### config.mk
export PLATFORM = sky130hd
export DESIGN_NAME = uart_transmitter
export DESIGN_NICKNAME = d
export VERILOG_FILES = /design/src/rtl/uart_pkg.sv /design/src/rtl/baud_controller.sv /design/src/rtl/uart_transmitter.sv
export SDC_FILE = /design/constraint.sdc
export NUM_CORES = 1
export LEC_CHECK = 0
export ABC_CLOCK_PERIOD_IN_PS = 5200
export CAP_MARGIN = 10
export CORE_MARGIN = 2
export CORE_UTILIZATION = 55
export DETAILED_ROUTE_END_ITERATION = 7
export PLACE_DENSITY = 0.75
export RECOVER_POWER = 50
export SLEW_MARGIN = 25
export SYNTH_ARGS = -nofsm -noshare
export SYNTH_HDL_FRONTEND = slang
export SYNTH_SLANG_ARGS = --single-unit
### constraint.sdc
create_clock -name clk -period 5.2 [get_ports clk]
set_input_delay 0.78 -clock clk [delete_from_list [all_inputs] [get_ports clk]]
set_output_delay 0.78 -clock clk [all_outputs]
set_load 0.01 [all_outputs]
### src/rtl/uart_pkg.sv
// Shared UART definitions used by both uart_transmitter and uart_receiver:
// frame FSM encoding, oversampling ratio, baud divisor table and parity helper.
package uart_pkg;

  // Sample ticks per bit period; both ends of the link must agree on it.
  localparam int OVERSAMPLE = 32'sd16;

  // Width of the baud divisor counter (holds 20833 at 300 baud / 100 MHz).
  localparam int DIV_W = 32'sd15;

  // Payload width of one frame.
  localparam int DATA_W = 32'sd8;

  // Frame sequencer states, shared with the receiver.
  typedef enum logic [2:0] {
    ST_IDLE   = 3'd0,
    ST_START  = 3'd1,
    ST_DATA   = 3'd2,
    ST_PARITY = 3'd3,
    ST_STOP   = 3'd4
  } uart_state_t;

  // Line rate selected by each baud_select code.
  function automatic int baud_rate(input logic [2:0] sel);
    int rate;
    case (sel)
      3'd0:    rate = 32'sd300;
      3'd1:    rate = 32'sd1200;
      3'd2:    rate = 32'sd4800;
      3'd3:    rate = 32'sd9600;
      3'd4:    rate = 32'sd19200;
      3'd5:    rate = 32'sd38400;
      3'd6:    rate = 32'sd57600;
      3'd7:    rate = 32'sd115200;
      default: rate = 32'sd115200;
    endcase
    return rate;
  endfunction

  // Clocks per sample tick, rounded to nearest: round(clk / (oversample * baud)).
  // Only ever called with constant arguments to build the divisor table.
  function automatic logic [DIV_W-1:0] baud_divisor(input int clk_hz,
                                                    input int oversample,
                                                    input logic [2:0] sel);
    int den;
    int quo;
    den = oversample * baud_rate(sel);
    quo = (clk_hz + (den / 32'sd2)) / den;
    if (quo < 32'sd1) begin
      quo = 32'sd1;
    end else begin
      quo = quo;
    end
    return quo[DIV_W-1:0];
  endfunction

  // Even parity bit: makes the total count of ones across data+parity even.
  function automatic logic even_parity(input logic [DATA_W-1:0] data);
    return ^data;
  endfunction

endpackage

### src/rtl/baud_controller.sv
// Sample-tick generator: emits a one-cycle sample_ENABLE pulse every
// <divisor> clocks, where the divisor is chosen by baud_select. A clear
// restarts the period so the first tick lands exactly one period later.
module baud_controller #(
  parameter int CLK_FREQ_HZ = 100000000,
  parameter int OVERSAMPLE  = 16
) (
  input  logic       clk,
  input  logic       reset,
  input  logic [2:0] baud_select,
  input  logic       clear,
  output logic       sample_ENABLE
);

  import uart_pkg::*;

  localparam logic [DIV_W-1:0] DIV_0 = baud_divisor(CLK_FREQ_HZ, OVERSAMPLE, 3'd0);
  localparam logic [DIV_W-1:0] DIV_1 = baud_divisor(CLK_FREQ_HZ, OVERSAMPLE, 3'd1);
  localparam logic [DIV_W-1:0] DIV_2 = baud_divisor(CLK_FREQ_HZ, OVERSAMPLE, 3'd2);
  localparam logic [DIV_W-1:0] DIV_3 = baud_divisor(CLK_FREQ_HZ, OVERSAMPLE, 3'd3);
  localparam logic [DIV_W-1:0] DIV_4 = baud_divisor(CLK_FREQ_HZ, OVERSAMPLE, 3'd4);
  localparam logic [DIV_W-1:0] DIV_5 = baud_divisor(CLK_FREQ_HZ, OVERSAMPLE, 3'd5);
  localparam logic [DIV_W-1:0] DIV_6 = baud_divisor(CLK_FREQ_HZ, OVERSAMPLE, 3'd6);
  localparam logic [DIV_W-1:0] DIV_7 = baud_divisor(CLK_FREQ_HZ, OVERSAMPLE, 3'd7);

  logic [DIV_W-1:0] divisor;
  logic [DIV_W-1:0] div_last;
  logic [DIV_W-1:0] count;
  logic [DIV_W-1:0] count_next;

  // Look up the divisor for the selected line rate.
  always_comb begin
    divisor = DIV_7;
    case (baud_select)
      3'd0:    divisor = DIV_0;
      3'd1:    divisor = DIV_1;
      3'd2:    divisor = DIV_2;
      3'd3:    divisor = DIV_3;
      3'd4:    divisor = DIV_4;
      3'd5:    divisor = DIV_5;
      3'd6:    divisor = DIV_6;
      3'd7:    divisor = DIV_7;
      default: divisor = DIV_7;
    endcase
  end

  // Next counter value: restart on clear, wrap at the end of each period.
  // The >= guards against a count left over from a larger divisor.
  always_comb begin
    div_last   = divisor - 15'd1;
    count_next = count;
    if (clear) begin
      count_next = '0;
    end else if (count >= div_last) begin
      count_next = '0;
    end else begin
      count_next = count + 15'd1;
    end
  end

  // Register the count and a pulse that is high in the last clock of each period,
  // so a consumer sampling on the next edge sees exactly <divisor> clocks per tick.
  always_ff @(posedge clk or negedge reset) begin
    if (!reset) begin
      count         <= '0;
      sample_ENABLE <= 1'b0;
    end else begin
      count         <= count_next;
      sample_ENABLE <= (count_next == div_last);
    end
  end

endmodule

### src/rtl/uart_transmitter.sv
// UART transmitter: 1 start, 8 data (LSB first), 1 even-parity, 1 stop bit.
// A write is accepted only when enabled and idle; data and rate are latched
// at accept time, so later changes on Tx_DATA/baud_select do not disturb a frame.
module uart_transmitter #(
  parameter int CLK_FREQ_HZ = 100000000,
  parameter int OVERSAMPLE  = 16
) (
  input  logic       clk,
  input  logic       reset,
  input  logic [7:0] Tx_DATA,
  input  logic [2:0] baud_select,
  input  logic       Tx_EN,
  input  logic       Tx_WR,
  output logic       TxD,
  output logic       Tx_BUSY
);

  import uart_pkg::*;

  localparam int TICK_W = $clog2(OVERSAMPLE);
  localparam logic [TICK_W-1:0] TICK_LAST = TICK_W'(OVERSAMPLE - 1);

  uart_state_t       state;
  logic [7:0]        shift_reg;
  logic              parity_bit;
  logic [2:0]        bit_idx;
  logic [TICK_W-1:0] tick_cnt;
  logic [2:0]        baud_lat;
  logic [2:0]        baud_eff;
  logic              accept;
  logic              sample_enable;
  logic              bit_done;

  // Decide whether this edge starts a frame and which rate the tick generator uses.
  // On the accept edge the incoming baud_select is used so the very first tick
  // period already runs at the new rate.
  always_comb begin
    accept   = Tx_WR && Tx_EN && !Tx_BUSY && (state == ST_IDLE);
    bit_done = sample_enable && (tick_cnt == TICK_LAST);
    if (accept) begin
      baud_eff = baud_select;
    end else begin
      baud_eff = baud_lat;
    end
  end

  baud_controller #(
    .CLK_FREQ_HZ (CLK_FREQ_HZ),
    .OVERSAMPLE  (OVERSAMPLE)
  ) u_baud (
    .clk           (clk),
    .reset         (reset),
    .baud_select   (baud_eff),
    .clear         (accept),
    .sample_ENABLE (sample_enable)
  );

  // Frame sequencer: latches a write, then walks START/DATA/PARITY/STOP,
  // holding each bit for OVERSAMPLE ticks and driving TxD from a register.
  always_ff @(posedge clk or negedge reset) begin
    if (!reset) begin
      state      <= ST_IDLE;
      shift_reg  <= 8'h00;
      parity_bit <= 1'b0;
      bit_idx    <= 3'd0;
      tick_cnt   <= '0;
      baud_lat   <= 3'd0;
      TxD        <= 1'b1;
      Tx_BUSY    <= 1'b0;
    end else begin
      // Tick counter runs only inside a frame and restarts at every bit boundary.
      if ((state != ST_IDLE) && sample_enable) begin
        if (bit_done) begin
          tick_cnt <= '0;
        end else begin
          tick_cnt <= tick_cnt + 1'b1;
        end
      end else if (accept) begin
        tick_cnt <= '0;
      end else begin
        tick_cnt <= tick_cnt;
      end

      case (state)
        ST_IDLE: begin
          if (accept) begin
            shift_reg  <= Tx_DATA;
            parity_bit <= even_parity(Tx_DATA);
            baud_lat   <= baud_select;
            bit_idx    <= 3'd0;
            state      <= ST_START;
            TxD        <= 1'b0;
            Tx_BUSY    <= 1'b1;
          end else begin
            TxD     <= 1'b1;
            Tx_BUSY <= 1'b0;
          end
        end

        ST_START: begin
          if (bit_done) begin
            state <= ST_DATA;
            TxD   <= shift_reg[0];
          end else begin
            TxD <= 1'b0;
          end
        end

        ST_DATA: begin
          if (bit_done) begin
            if (bit_idx == 3'd7) begin
              state <= ST_PARITY;
              TxD   <= parity_bit;
            end else begin
              // Present the next bit; shift_reg[0] always holds data[bit_idx].
              bit_idx   <= bit_idx + 3'd1;
              shift_reg <= {1'b0, shift_reg[7:1]};
              TxD       <= shift_reg[1];
            end
          end else begin
            TxD <= shift_reg[0];
          end
        end

        ST_PARITY: begin
          if (bit_done) begin
            state <= ST_STOP;
            TxD   <= 1'b1;
          end else begin
            TxD <= parity_bit;
          end
        end

        ST_STOP: begin
          if (bit_done) begin
            // Busy drops on the edge the last stop tick is consumed, so a
            // write in the very next cycle starts the following frame.
            state   <= ST_IDLE;
            TxD     <= 1'b1;
            Tx_BUSY <= 1'b0;
          end else begin
            TxD <= 1'b1;
          end
        end

        default: begin
          state   <= ST_IDLE;
          TxD     <= 1'b1;
          Tx_BUSY <= 1'b0;
        end
      endcase
    end
  end

endmodule
* Word-level counts from Yosys, hierarchy flattened
Memory sizes are Yosys's and may differ from the RTL's.
Cells that the tools add are included.
** Storage, ports and cells
- Output and inout bits :: 2
- Memories :: 1
- Bits in registers :: 40
- ROM bits :: 104
** Memory list
- (name not given) :: words 8, bits a word 13, rd ports 1, clocked after memory_dff 0, wr ports 0, line baud_controller.sv:34 : case (baud_select)
** Cells by class
- Add/subtract/negate cells :: 4
- Bitwise gates (word level) :: 1
- Mux-type cells :: 30
- Reduce and logical (&&, ||, !) cells :: 16
- Eq/ne operators :: 14
- Order comparisons :: 1
** Operators with widths (number)
- 15-bit 2-to-1 mux :: 2
- 3-bit 2-to-1 mux :: 10
- 8-bit 2-to-1 mux :: 3
- 8-bit one-hot mux with 2 select lines :: 1
- 15-bit by 1-bit adder with 15-bit output (second input constant) :: 1
- 15-bit == test :: 1
- 15-bit >= comparator :: 1
- 3-bit one-hot mux with 5 select lines :: 1
- 15-bit by 1-bit subtractor with 15-bit output (second input constant) :: 1
- 2-bit != test (second input constant) :: 7
- 4-bit 2-to-1 mux :: 3
- 8-bit parity :: 1
- 1-bit 2-to-1 mux :: 7
- 3-bit by 2-bit == test with 1-bit output (second input constant) :: 2
- 3-bit == test (second input constant) :: 2
- 3-bit one-hot mux with 2 select lines :: 1
- 6-bit AND reduction :: 1
- 1-bit logical AND :: 5
- 4-bit by 1-bit adder with 4-bit output (second input constant) :: 1
- 4-bit == test (second input constant) :: 1
- 1-bit one-hot mux with 4 select lines :: 1
- 2-bit AND reduction :: 2
- 4-bit AND reduction :: 1
- 2-bit nonzero test :: 2
- 8 further kinds :: 8

* Longest topological paths before layout
Gate-level depths: netlist (run 1).
An unclocked memory read counts as a cell.
- Depth after elaboration :: 10
- Mapped depth :: 28
- Gate-level depth less buffers :: 25

* By module
Synthesis (run 1) repeated with hierarchy kept, for this count alone.
** Unflattened totals
- Cell total of the unflattened synthesis :: 374
- Area total of the unflattened synthesis :: 3450.8 µm²
** By module, submodules not included
- baud_controller :: area an instance 2084.5 µm², cells an instance 247, times used 1
- uart_transmitter :: area an instance 1366.3 µm², cells an instance 127, times used 1

* Least setup slack after synthesis (run 1)
No wires, ideal clock.
- Path kind :: input port to flip-flop
- From :: in Tx_EN
- To :: reg u_baud.sample_ENABLE
- Stages :: 25
- Setup slack :: -784 ps
- Library setup time :: 96 ps
- Data arrival time :: 5889 ps
- Path through :: and3b_1 -> nand2_1 -> buf_2 -> mux2i_1 -> inv_1 -> ha_1 -> mux2i_1 -> ha_1 -> nand2b_1 -> nor2_1 -> mux2i_1 -> or3_1 -> a21oi_1 -> xnor2_1 -> ha_1 -> nand3_1 -> or2_1 -> or4_1 -> o31ai_1 -> or3_4 -> and2_4 -> buf_2 -> a21oi_1 -> o32a_1 -> nor4_2
** Between the ends
- Cells in the longest elaborated chain, start to end :: 10
** Ends and longest elaborated chain
- from (decl) :: line uart_transmitter.sv:12 : input logic Tx_EN,
- 1-bit logical AND (*) (3 in a row) :: line uart_transmitter.sv:38 : accept = Tx_WR && Tx_EN && !Tx_BUSY && (state == ST_IDLE);
- 3-bit 2-to-1 mux
- memory 8 x 13 bit
- 15-bit by 1-bit subtractor with 15-bit output :: line baud_controller.sv:50 : div_last = divisor - 15'd1;
- 15-bit >= comparator :: line baud_controller.sv:54 : end else if (count >= div_last) begin
- 15-bit 2-to-1 mux :: line baud_controller.sv:54
- 15-bit 2-to-1 mux :: line baud_controller.sv:52 : if (clear) begin
- 15-bit == test (*) :: line baud_controller.sv:69 : sample_ENABLE <= (count_next == div_last);
- to (signal assigned) :: line baud_controller.sv:69
- to (decl) :: line baud_controller.sv:12 : output logic sample_ENABLE
Every way passes the cells marked *; elsewhere a longest branch is shown, timed or not.
A chain may end at the register's enable or synchronous reset.

* Worst setup path in the final report (run 1)
- From :: reg state[0]
- To :: reg u_baud.sample_ENABLE
** Between the ends
- Cells in the longest elaborated chain, start to end :: 9
** Ends and longest elaborated chain
- from (decl) :: line uart_transmitter.sv:23 : uart_state_t state;
- from (signal assigned) :: line uart_transmitter.sv:62 : state <= ST_IDLE;
- from (signal assigned) :: line uart_transmitter.sv:91 : state <= ST_START;
- from (signal assigned) :: line uart_transmitter.sv:102 : state <= ST_DATA;
- 3-bit logical NOT (*) :: line uart_transmitter.sv:38
- 1-bit logical AND (*) :: line uart_transmitter.sv:38
- 3-bit 2-to-1 mux
- memory 8 x 13 bit
- 15-bit by 1-bit subtractor with 15-bit output :: line baud_controller.sv:50
- 15-bit >= comparator :: line baud_controller.sv:54
- 15-bit 2-to-1 mux :: line baud_controller.sv:54
- 15-bit 2-to-1 mux :: line baud_controller.sv:52
- 15-bit == test (*) :: line baud_controller.sv:69
Marked as above.

==> flow_metrics.tcl, run 1 <==
set metrics [dict create \
    cts_max_level 2 \
    met2_usage_pct 48.8 \
    die_h_um 80.1 \
    largest_reg_flops 15 \
    hold_viol 0 \
    syn_inst 364 \
    routed_wl_um 8860 \
    reg2reg_depth 23 \
    yosysWarnings 0 \
    cts_buffer_depth 2 \
    start_kind "register" \
    place_area_um2 3920 \
    overflow 0 \
    vias 3116 \
    drive_above_1_share_pct 29.0 \
    cap_viol_max_count 1 \
    clock_sinks 40 \
    clock-root-buffer "clkbuf_8" \
    die_x_um 80.1 \
    synth-edff-count 0 \
    route.detailed.drc 0 \
    whs_path_depth 2 \
    powerDensity_nw_per_um2 478 \
    avgSynthCellArea_um2 8.75 \
    wl_per_cell_um 16.7 \
    track_usage_pct 28.2 \
    postSynth.asyncResetShare_pct 100 \
    area_growth_pct 33.6 \
    ir_drop_v 0.000252 \
    clock_latency_ns 0.30 \
    cp_max_fo 5 \
    postRouteAntennaNets 0 \
    core.rowCount 27 \
    rsz0062_at_grt "true" \
    yosys.cell_types.count 65 \
    cts_buffers 5 \
    r2r_start "state[0]" \
    clock_skew_ns 0.00168 \
    gr-usage-met3_pct 3.71 \
    worstSetupPathType "reg2reg" \
    boundaryPins 17 \
    cts_tree "yes" \
    hp-class "reg2reg" \
    fin_nets 500 \
    fin_crit_sh_pct 101 \
    first_iter_violations 132 \
    min_from "parity_bit" \
    finalMaxSlewViolations 41 \
    whs_endpoint "parity_bit" \
    ys_seq_area_share_pct 31.4 \
    dieArea_um2 6420 \
    drt_first_pass_iters 5 \
    syn_area_um2 3190 \
    stdcell_area_um2 4260 \
    finalSetupViolCount 1 \
    fin_crit_ns 5.26 \
    rrSetupSlack_ns -0.06 \
    path_clk_slew_ns 0.08 \
    crit_buf_inv 1 \
    crit_path_top_delay_cell "or4_4" \
    max_freq_mhz 190 \
    grt_use_met1_pct 36.4 \
    cp.required_ns 5.41 \
    outcome "finished, violations left" \
    slew_headroom_pct -41.4 \
    grt_max_degree 41 \
    worst_slack_ns -0.0599 \
    busiest_layer "met2" \
    dp_hpwl_um 6370 \
    tightest_slew_ns 2.12 \
    max_stage_delay_ns 0.52 \
    p_leak_uw 0.00193 \
    crit_family "simple AND/OR/NAND/NOR gates" \
    fp.coreArea_um2 5540 \
    violations "max-capacitance violations, max-slew violations, negative setup slack" \
    cts_hold_buf 0 \
    antenna_found_initial 0 \
    vias_per_cell 5.87 \
    grt_pass1_vias 3102 \
    path_cells "or3_4 -> nor2_4 -> nand2_2 -> nand2_4 -> buf_4 -> ha_4 -> mux2i_4 -> ha_4 -> and3_4 -> mux2i_1 -> or3_1 -> a21oi_2 -> xnor2_1 -> ha_1 -> nand3_2 -> or2_1 -> or4_4 -> o31ai_2 -> or3_4 -> and2_4 -> o211ai_1 -> a211o_1 -> nor4_2" \
    arrival_ns 5.47 \
    r2r-end "u_baud.sample_ENABLE" \
    power.total_uw 2030 \
    start_util_pct 57.5 \
    gp_congestion 0.923 \
    synth_ff_type "dfrtp_1" \
    port_buffers 16 \
    nFillCells 373 \
    n_antenna_cell 0 \
    end_kind "register" \
    ys_seq_elements 40 \
    grt_pass1_wl_um 14100 \
]
layer usage:
layer  wire length [um]  vias to the layer above
li1                   -                     1485
met1               3860                     1501
met2               4420                      114
met3                433                       16
met4                158                        0
met5                  0                        -
worst max path at each step:
stage | from | end | slack [ns] | cells after the start
after global routing | state[0] | u_baud.sample_ENABLE | -0.26 | 23
after global placement | Tx_EN | u_baud.sample_ENABLE | -0.51 | 22
after floorplan | Tx_EN | u_baud.sample_ENABLE | -0.31 | 25
final | state[0] | u_baud.sample_ENABLE | -0.06 | 23
after detailed placement | Tx_EN | u_baud.sample_ENABLE | -0.74 | 22
after CTS | state[0] | u_baud.sample_ENABLE | 0.02 | 22
layout make-up:
class	instances	area, um2	share of cell area, %
multi-input cells	295	2220	52.1
clock inverters	3	23.8	0.558
inverters	20	75.1	1.76
flip-flops and latches	40	1000	23.6
clock buffers	5	68.8	1.62
repair buffers	96	779	18.3
well taps	72	90.1	2.12
cells in the mapped netlist (2+ instances only):
cell type / n / area share [%]
nor4_2: 2 / 0.79
nor3_1: 12 / 1.9
o221ai_1: 2 / 0.55
o21bai_1: 3 / 0.71
ha_1: 27 / 11
a21o_1: 2 / 0.47
nand3b_1: 2 / 0.47
nand2_1: 32 / 3.8
and3b_1: 2 / 0.55
o21a_1: 2 / 0.47
o31ai_1: 2 / 0.47
nor2b_1: 5 / 0.98
nor2_1: 36 / 4.2
a211oi_1: 3 / 0.71
o21ai_1: 2 / 0.31
or3_1: 3 / 0.59
a211o_1: 3 / 0.82
or4_1: 2 / 0.47
a31oi_1: 2 / 0.39
mux2i_1: 17 / 5.3
o211ai_1: 4 / 0.94
xnor2_1: 26 / 7.1
buf_2: 3 / 0.47
and4_1: 2 / 0.55
dfrtp_1: 39 / 31
o21ai_0: 14 / 2.2
nand3_1: 12 / 1.9
or3_4: 2 / 0.71
xor2_1: 9 / 2.5
clkbuf_1: 6 / 0.71
o22ai_1: 2 / 0.39
a21oi_2: 2 / 0.55
and3_1: 3 / 0.59
nand4_1: 7 / 1.4
nand2b_1: 6 / 1.2
a21oi_1: 18 / 2.8
inv_1: 20 / 2.4
worst reg2reg max path, stage by stage (launching register included):
cell and delay, ns:
dfrtp_2 0.44, or3_4 0.45, nor2_4 0.12, nand2_2 0.09, nand2_4 0.11, buf_4 0.12, ha_4 0.20, mux2i_4 0.19
ha_4 0.19, and3_4 0.17, mux2i_1 0.09, or3_1 0.35, a21oi_2 0.18, xnor2_1 0.09, ha_1 0.32, nand3_2 0.08
or2_1 0.27, or4_4 0.52, o31ai_2 0.19, or3_4 0.18, and2_4 0.17, o211ai_1 0.13, a211o_1 0.34, nor4_2 0.20
logic make-up after synthesis:
logic type / after synthesis / synth area share, %
AOI/OAI and AO/OA: 75 / 16.1
muxes: 18 / 5.69
adders and majority gates: 27 / 10.6
xor gates and xnor gates: 35 / 9.62
other: 1 / 0.118
DFF: 40 / 31.4
and+or+nand+nor: 138 / 22.5
buffers and inverters: 30 / 3.89
layout by cell type (no fill, tap or decap), types with 11 or more instances in the layout:
cell type        synthesis  final
nand2_1                 32     27
o21ai_0                 14     14
a21oi_1                 18     16
clkdlybuf4s50_1          0     13
nand3_1                 12     11
mux2i_1                 17     15
ha_1                    27     22
nor2_1                  36     34
inv_1                   20     18
dfrtp_1                 39     38
buf_4                    0     73
nor3_1                  12     12
xnor2_1                 26     26
power breakdown:
group | internal, uW | switching, uW
Clock | 95.0 | 119
Sequential | 395 | 92.2
Combinational | 690 | 642
Total | 1180 | 853
stage by stage:
step | util, % | std cells | hold WS, ns | setup TNS (ns) | setup WS [ns]
after CTS | 75.2 | 525 | 0.508 | 0 | 0.0211
after detailed placement | 70.8 | 507 | 0.496 | -6.46 | -0.741
after floorplan | - | 365 | 0.451 | -1.30 | -0.306
after global routing | 76.9 | 531 | 0.537 | -0.264 | -0.264
after global placement | 70.8 | 507 | 0.466 | -3.54 | -0.515
final | 76.9 | 531 | 0.509 | -0.0599 | -0.0599
timing repair:
| item | in CTS | in global routing |
|---|---|---|
| endpoints found under the setup margin | 12 | 1 |
| setup buffers | 10 | 6 |
| resized for setup | 23 | 16 |
| pin swaps | 22 | 20 |
Power figures use the tool's default switching activity.
==> run 2: changes to the inputs <==
--- a/config.mk
+++ b/config.mk
@@ -5,12 +5,11 @@
 export SDC_FILE = /design/constraint.sdc
 export NUM_CORES = 1
 export LEC_CHECK = 0
-export ABC_CLOCK_PERIOD_IN_PS = 5200
+export ABC_CLOCK_PERIOD_IN_PS = 5320
 export CAP_MARGIN = 10
-export CORE_MARGIN = 2
-export CORE_UTILIZATION = 55
+export CORE_UTILIZATION = 61
 export DETAILED_ROUTE_END_ITERATION = 7
-export PLACE_DENSITY = 0.75
+export PLACE_DENSITY = 0.79
 export RECOVER_POWER = 50
 export SLEW_MARGIN = 25
 export SYNTH_ARGS = -nofsm -noshare
==> constraint.sdc (replaced) <==
create_clock -name clk -period 5.32 [get_ports clk]
set_input_delay 0.798 -clock clk [delete_from_list [all_inputs] [get_ports clk]]
set_output_delay 0.798 -clock clk [all_outputs]
set_load 0.01 [all_outputs]
==> run 2 against run 1 <==
The flow still finishes with violations (max-capacitance violations, max-slew violations, negative setup slack). Global-route usage is 5.7 points higher. Worst hold slack got worse by 0.0054 ns. First-iteration DRC count increased to 3.1 times the previous value. Critical path depth rose by 4.
==> flow_metrics.tcl, run 2 (synthesis gave the netlist of run 1 again) <==
set metrics [dict create \
    die_h_um 74.3 \
    fin_crit_ns 5.38 \
    port_buffers 16 \
    max_freq_mhz 186 \
    routed_wl_um 10300 \
    whs_endpoint "parity_bit" \
    cp_max_fo 7 \
    first_iter_violations 410 \
    intPower_uw 1160 \
    vias_per_cell 6.36 \
    boundaryPins 17 \
    clock_latency_ns 0.30 \
    route.detailed.drc 0 \
    n_antenna_cell 0 \
    die_x_um 74.3 \
    clock_skew_ns 0.0110 \
    clkPwrFrac_pct 11.1 \
    p_comb_share_pct 65.1 \
    start_util_pct 65.3 \
    end_kind "register" \
    dieArea_um2 5520 \
    worst_slack_ns -0.0579 \
    vias 3273 \
    grt_pass1_vias 3017 \
    clock_sinks 40 \
    core.rowCount 25 \
    fin_crit_sh_pct 101 \
    track_usage_pct 33.9 \
    fp.coreArea_um2 4880 \
    layout_common_cells "buf_4 (62), dfrtp_1 (38), nor2_1 (34)" \
    dp_hpwl_um 6110 \
    postRouteAntennaNets 0 \
    finalMaxSlewViolations 41 \
    rsz0062_at_grt "true" \
    outcome "finished, violations left" \
    r2r_start "state[2]" \
    antenna_found_initial 0 \
    worstSetupPathType "reg2reg" \
    cts_max_level 2 \
    gp_congestion 0.951 \
    hold_slack_ns 0.504 \
    p_leak_uw 0.00190 \
    p_sw_uw 889 \
    clock-root-buffer "clkbuf_8" \
    setup_tns_ns -0.0579 \
    powerDensity_nw_per_um2 482 \
    wl_per_cell_um 20.0 \
    slew_headroom_pct -49.5 \
    whs_path_depth 2 \
    hp-class "reg2reg" \
    arrival_ns 5.59 \
    area_growth_pct 33.6 \
    seqPwrFrac_pct 23.8 \
    cts_tree "yes" \
    reg2reg_depth 27 \
    cts_buffers 5 \
    path_clk_slew_ns 0.09 \
    largest_reg_flops 15 \
    rrSetupSlack_ns -0.06 \
    cap_viol_max_count 1 \
    hold_viol 0 \
    cts_buffer_depth 2 \
    swShare_pct 43.3 \
    min_from "parity_bit" \
    drt_first_pass_iters 5 \
    overflow 0 \
    cp.required_ns 5.53 \
    grt_max_degree 41 \
    start_kind "register" \
    tightest_slew_ns 2.24 \
    drive_above_1_share_pct 28.1 \
    finalSetupViolCount 1 \
    violations "max-capacitance violations, max-slew violations, negative setup slack" \
    grt_pass1_wl_um 14100 \
    final_common_cell "buf_4" \
    fin_nets 489 \
    r2r-end "u_baud.sample_ENABLE" \
    ir_drop_v 0.000450 \
]
[run 2: how the worst max path moves through the flow]
stage	start	endpoint	slack, ns	cells past startpoint
after floorplan	Tx_EN	u_baud.sample_ENABLE	-0.20	25
after global placement	Tx_EN	u_baud.sample_ENABLE	-0.44	22
after detailed placement	Tx_WR	u_baud.sample_ENABLE	-0.63	24
after CTS	Tx_WR	u_baud.sample_ENABLE	0.02	27
after global routing	state[2]	u_baud.sample_ENABLE	-0.18	27
final	state[2]	u_baud.sample_ENABLE	-0.06	27
[run 2: stage by stage]
stage          std cells  instance area (um2)  total power (uW)  setup slack (ns)  utilization (%)
2_1_floorplan        365                 3260              1170            -0.204                -
3_3_place_gp         489                 3830              1530            -0.440             78.5
3_5_place_dp         489                 3830              1570            -0.630             78.5
4_1_cts              504                 4090              1880            0.0176             83.7
5_1_grt              515                 4260              2170            -0.183             87.3
6_report             515                 4260              2050           -0.0579             87.3
[run 2: final cells by class]
| class | instances | area (um2) |
|---|---|---|
| multi-input cells | 295 | 2290 |
| well taps | 67 | 83.8 |
| repair buffers | 85 | 706 |
| clock buffers | 6 | 82.6 |
| fillers | 250 | 621 |
| flip-flops and latches | 40 | 1000 |
| clock inverters | 2 | 15.0 |
| inverters | 20 | 75.1 |
[run 2: critical path: stages, from the launching register on]
cell and delay (ns):
dfrtp_1 0.42, buf_4 0.17, nor3_4 0.24, nand2_4 0.10, mux2i_4 0.21, buf_6 0.13, buf_6 0.13, inv_2 0.09
ha_4 0.14, nand2_1 0.07, nand2_2 0.09, ha_4 0.17, and3_4 0.20, mux2i_4 0.07, or3_4 0.33, a21oi_2 0.18
xnor2_1 0.08, ha_1 0.31, nand3_2 0.08, or2_4 0.26, or4_4 0.53, o31ai_4 0.23, or3_4 0.17, and2_4 0.16
buf_6 0.09, a21oi_1 0.03, o32a_1 0.31, nor4_2 0.25
[run 2: repair_timing]
action / in CTS / in global routing
endpoints found under the setup margin: 10 / 10
setup buffers: 7 / 11
gates resized for setup: 22 / 30
pin swaps: 20 / 22
hold buffers: 0 / 0
[run 2: power by group through the flow]
stage | Sequential, uW | Clock [uW] | Combinational [uW]
3_5_place_dp | 484 | 0 | 1080
2_1_floorplan | 455 | 0 | 717
6_report | 489 | 227 | 1340
3_3_place_gp | 479 | 0 | 1050
5_1_grt | 499 | 242 | 1430
4_1_cts | 478 | 222 | 1180
[run 2: routing by layer]
| metal | GRT usage, % | wire length (um) | vias up | share of wire [%] |
|---|---|---|---|---|
| li1 | - | - | 1462 | - |
| met1 | 44.6 | 4090 | 1545 | 40 |
| met2 | 54.5 | 4870 | 215 | 47 |
| met3 | 7.45 | 915 | 51 | 8.9 |
| met4 | 13.6 | 422 | 0 | 4.1 |
| met5 | 0 | 0 | - | 0 |
